<file path="src/rtl/input_debouncer.sv">
// Two-channel synchronizer + debouncer producing stable registered levels a/b.
// Optional DEBOUNCE_EDGE_EN adds one-cycle rise/fall pulses per channel.
module input_debouncer #(
    parameter int unsigned STABLE_CYCLES = 4,
    parameter int unsigned SYNC_STAGES   = 2
) (
    input  logic clk,
    input  logic rst,
    input  logic a_raw,
    input  logic b_raw,
    output logic a,
    output logic b
`ifdef DEBOUNCE_EDGE_EN
    ,
    output logic a_rise,
    output logic a_fall,
    output logic b_rise,
    output logic b_fall
`endif
);

    localparam int unsigned CW = $clog2(STABLE_CYCLES + 1);
    localparam logic [CW-1:0] CNT_LAST = CW'(STABLE_CYCLES - 1);
    localparam logic SINGLE = (STABLE_CYCLES == 1);

    typedef enum logic [1:0] {
        LOW      = 2'd0,
        CHK_HIGH = 2'd1,
        HIGH     = 2'd2,
        CHK_LOW  = 2'd3
    } state_e;

    logic [1:0] raw_c;
    logic [1:0] lvl_c;
    logic [1:0] rise_c;
    logic [1:0] fall_c;

    assign raw_c = {b_raw, a_raw};

    for (genvar ch = 0; ch < 2; ch++) begin : g_ch
        logic [SYNC_STAGES-1:0] sync_q;
        state_e                 state_q;
        logic [CW-1:0]          cnt_q;
        logic                   lvl_q;
        logic                   s_c;
        logic                   go_high_c;
        logic                   go_low_c;

        assign s_c = sync_q[SYNC_STAGES-1];

        // A qualified change: the final stable cycle of a check, or the first
        // differing cycle when a single stable cycle is enough.
        assign go_high_c = s_c && (((state_q == CHK_HIGH) && (cnt_q == CNT_LAST)) ||
                                   ((state_q == LOW) && SINGLE));
        assign go_low_c  = !s_c && (((state_q == CHK_LOW) && (cnt_q == CNT_LAST)) ||
                                    ((state_q == HIGH) && SINGLE));

        always_ff @(posedge clk or posedge rst) begin
            if (rst) begin
                sync_q <= '0;
            end else begin
                sync_q <= {sync_q[SYNC_STAGES-2:0], raw_c[ch]};
            end
        end

        always_ff @(posedge clk or posedge rst) begin
            if (rst) begin
                state_q <= LOW;
                cnt_q   <= '0;
                lvl_q   <= 1'b0;
            end else if (go_high_c) begin
                state_q <= HIGH;
                cnt_q   <= '0;
                lvl_q   <= 1'b1;
            end else if (go_low_c) begin
                state_q <= LOW;
                cnt_q   <= '0;
                lvl_q   <= 1'b0;
            end else begin
                case (state_q)
                    LOW: begin
                        if (s_c) begin
                            state_q <= CHK_HIGH;
                            cnt_q   <= CW'(1);
                        end else begin
                            cnt_q   <= '0;
                        end
                    end
                    CHK_HIGH: begin
                        if (!s_c) begin
                            state_q <= LOW;
                            cnt_q   <= '0;
                        end else begin
                            cnt_q   <= cnt_q + CW'(1);
                        end
                    end
                    HIGH: begin
                        if (!s_c) begin
                            state_q <= CHK_LOW;
                            cnt_q   <= CW'(1);
                        end else begin
                            cnt_q   <= '0;
                        end
                    end
                    CHK_LOW: begin
                        if (s_c) begin
                            state_q <= HIGH;
                            cnt_q   <= '0;
                        end else begin
                            cnt_q   <= cnt_q + CW'(1);
                        end
                    end
                    default: begin
                        state_q <= LOW;
                        cnt_q   <= '0;
                    end
                endcase
            end
        end

        assign lvl_c[ch] = lvl_q;

`ifdef DEBOUNCE_EDGE_EN
        logic rise_q;
        logic fall_q;

        // Pulses register alongside the level so they line up with its change.
        always_ff @(posedge clk or posedge rst) begin
            if (rst) begin
                rise_q <= 1'b0;
                fall_q <= 1'b0;
            end else begin
                rise_q <= go_high_c;
                fall_q <= go_low_c;
            end
        end

        assign rise_c[ch] = rise_q;
        assign fall_c[ch] = fall_q;
`else
        assign rise_c[ch] = 1'b0;
        assign fall_c[ch] = 1'b0;
`endif
    end

    assign a = lvl_c[0];
    assign b = lvl_c[1];

`ifdef DEBOUNCE_EDGE_EN
    assign a_rise = rise_c[0];
    assign a_fall = fall_c[0];
    assign b_rise = rise_c[1];
    assign b_fall = fall_c[1];
`else
    logic unused_c;
    assign unused_c = ^{rise_c, fall_c};
`endif

endmodule

</file>
<file path="config.mk">
export PLATFORM = sky130hd
export DESIGN_NAME = input_debouncer
export DESIGN_NICKNAME = d
export VERILOG_FILES = /design/src/rtl/input_debouncer.sv
export SDC_FILE = /design/constraint.sdc
export NUM_CORES = 1
export LEC_CHECK = 0
export CORE_AREA = 8 8 45 47
export CTS_CLUSTER_SIZE = 16
export DETAILED_ROUTE_END_ITERATION = 12
export DIE_AREA = 0 0 53 55
export PLACE_DENSITY_LB_ADDON = 0.15
export SYNTH_ARGS = -nofsm -noshare
export SYNTH_HDL_FRONTEND = slang
export SYNTH_SLANG_ARGS = --single-unit
export TNS_END_PERCENT = 1
</file>
<file path="constraint.sdc">
create_clock -name clk -period 2.55 [get_ports clk]
set_input_delay 0.51 -clock clk [delete_from_list [all_inputs] [get_ports clk]]
set_output_delay 0.51 -clock clk [all_outputs]
set_load 0.02 [all_outputs]
</file>
==> results_dict.tcl <==
set metrics [dict create \
    outcome "finished clean" \
    cts_sinks 16 \
    vias 374 \
    clockPowerShare_pct 17.6 \
    grt_usage_pct 7.44 \
    cts_tree "done" \
    cts.htree.levels 1 \
    wl_per_cell_um 13.4 \
    firstDrtPassIters 2 \
    hp-class "flip-flop to flip-flop" \
    p_sw_share_pct 30.8 \
    final_common_cell "dfrtp_1" \
    ctsResizeCount 0 \
    synth_warnings 0 \
    overflow 0 \
    critical_path_arrival_ns 1.27 \
    tightest_slew_ns 0.572 \
    p_per_area_nw_per_um2 1000 \
    antenna_found_initial 0 \
    drv_cap 0 \
    post_cts_buffers 0 \
    cts_root_buf "clkbuf_4" \
    cp_max_fo 3 \
    synth_cell_types 13 \
    final-hold-violation-count 0 \
    slew_viol_final 0 \
    synth_nets 53 \
    fmax_ghz 0.562 \
    postRouteAntennaNets 0 \
    skew_ns 0.00552 \
    path_clk_slew_ns 0.09 \
    routed_wl_um 922 \
    relSlewSlack_pct 61.8 \
    critPathMaxStageDelay_ns 0.62 \
    cts_buffers 3 \
    drt-initial-drc-count 1 \
    fin_nets 63 \
    critPathBufInv 1 \
    setup_viol 0 \
    layoutNonFillerInstCount 69 \
    dp_hpwl_um 703 \
    clockBufferDepth 2 \
    clock_latency_ns 0.28 \
    start_kind "flip-flop" \
    cp_cell_sequence "clkdlybuf4s50_1" \
    required_ns 2.04 \
    area_growth_syn_to_layout_pct 15.0 \
    syn_inst 45 \
    rsz0062_at_grt "no" \
    drc 0 \
    dieArea_sq_um 2920 \
    cp_top_family "buffers and inverters" \
    gp_congestion 0.705 \
    setup_tns_ns 0 \
    fin_crit_sh_pct 69.8 \
    ir_drop_mv 0.414 \
    drive_above_1_share_pct 13.2 \
    core-area_sq_um 1380 \
    start_util_pct 44.6 \
    ys_seq_area_share_pct 64.9 \
    grt_pass1_wl_mm 1.57 \
    dp_cells 66 \
    rows 14 \
    period_needed_ns 1.78 \
    p_leak_uw 0.000313 \
    cp-end-kind "output pin" \
    syn_avg_cell_area_sq_um 13.7 \
    vias_per_cell 5.42 \
    grt_max_degree 17 \
    p_int_uw 492 \
    cp_slowest_cell "clkdlybuf4s50_1" \
    p_sw_uw 219 \
    portBuffers 5 \
    synthesis.area_sq_um 617 \
    n_antenna_cell 0 \
    grt_pass1_vias 401 \
    die_y_um 55 \
    worstSetupPathType "flip-flop to output pin" \
    seq_power_share_pct 54.5 \
    ios 6 \
    ctsHoldBuffers 0 \
    pwr-share-comb_pct 27.8 \
    ys_seq_elements 16 \
    final_cell_mix "16 x dfrtp_1, 5 x clkdlybuf4s50_1, 4 x a21oi_1, 4 x ha_1" \
    fp.dieW_um 53 \
    fin_util_pct 51.3 \
]
==> cells by family (layout without fill, tap and decap cells) <==
group	after synthesis	after routing	synth area share, %
flops	16	16	64.9
compound gates	10	10	9.33
simple gates	8	8	9.33
fa+ha+maj	4	4	8.11
buf+inv	3	11	1.83
xor+xnor	2	2	2.84
mux	2	2	3.65
==> routing by layer <==
metal  part of all wire (%)  track usage, %  vias to the layer above
li1                       -               -                      176
met2                     52            12.3                        7
met1                     42            7.96                      188
met5                      0               0                        -
met4                    2.3            6.47                        0
met3                    2.8            1.60                        3
==> cell type report <==
type	instances	area, sq um
clock buffer	3	22.5
fill	119	674
inverter	3	11.3
multi-input combinational	26	205
sequential	16	400
tap	16	20.0
timing repair buffer	5	50.0
==> cell usage after synthesis <==
master	instances	area (sq um)
and4bb_2	2	25.0
inv_1	3	11.3
a31oi_1	2	12.5
o21ai_0	2	10.0
o21a_1	2	15.0
a21oi_1	4	20.0
nor4b_1	2	17.5
mux2_2	2	22.5
nand2_1	2	7.51
nor2_1	2	7.51
ha_1	4	50.1
xnor2_1	2	17.5
dfrtp_1	16	400
==> power by group through the flow <==
stage | sequential, uW | clock, uW | combinational (uW)
floorplan | 388 | 0 | 137
global route | 398 | 138 | 226
CTS | 389 | 133 | 203
finish | 388 | 126 | 198
global placement | 384 | 0 | 177
detailed placement | 394 | 0 | 202
==> flip-flops by register name, summed over array words and instances, names as in the netlist <==
name / cells
a: 1
g_ch.cnt_q: 6
b: 1
g_ch.sync_q: 4
g_ch.state_q: 4
==> per-stage QoR <==
step	setup WS (ns)	area [sq um]	power, uW	hold WS (ns)
5_1_grt	0.741	709	761	0.364
6_report	0.771	709	712	0.357
4_1_cts	0.761	709	724	0.361
3_3_place_gp	1.10	687	561	0.337
3_5_place_dp	1.08	687	596	0.340
2_1_floorplan	1.25	617	525	0.331
==> worst paths after layout <==
kind	from	endpoint	slack, ns	cells after the start
setup / recovery	b$_DFFE_PP0P_	b	0.77	1
hold / removal	g_ch[0].sync_q[0]$_DFF_PP0_	g_ch[0].sync_q[1]$_DFF_PP0_	0.36	0
setup reg to reg	g_ch[0].cnt_q[0]$_DFF_PP0_	g_ch[0].state_q[1]$_DFFE_PP0P_	1.16	4
hold reg to reg	g_ch[0].sync_q[0]$_DFF_PP0_	g_ch[0].sync_q[1]$_DFF_PP0_	0.36	0
max in group asynchronous	rst	g_ch[0].cnt_q[0]$_DFF_PP0_	1.59	2
min in group asynchronous	rst	g_ch[1].state_q[0]$_DFFE_PP0P_	0.58	2
Power figures use the tool's default switching activity.
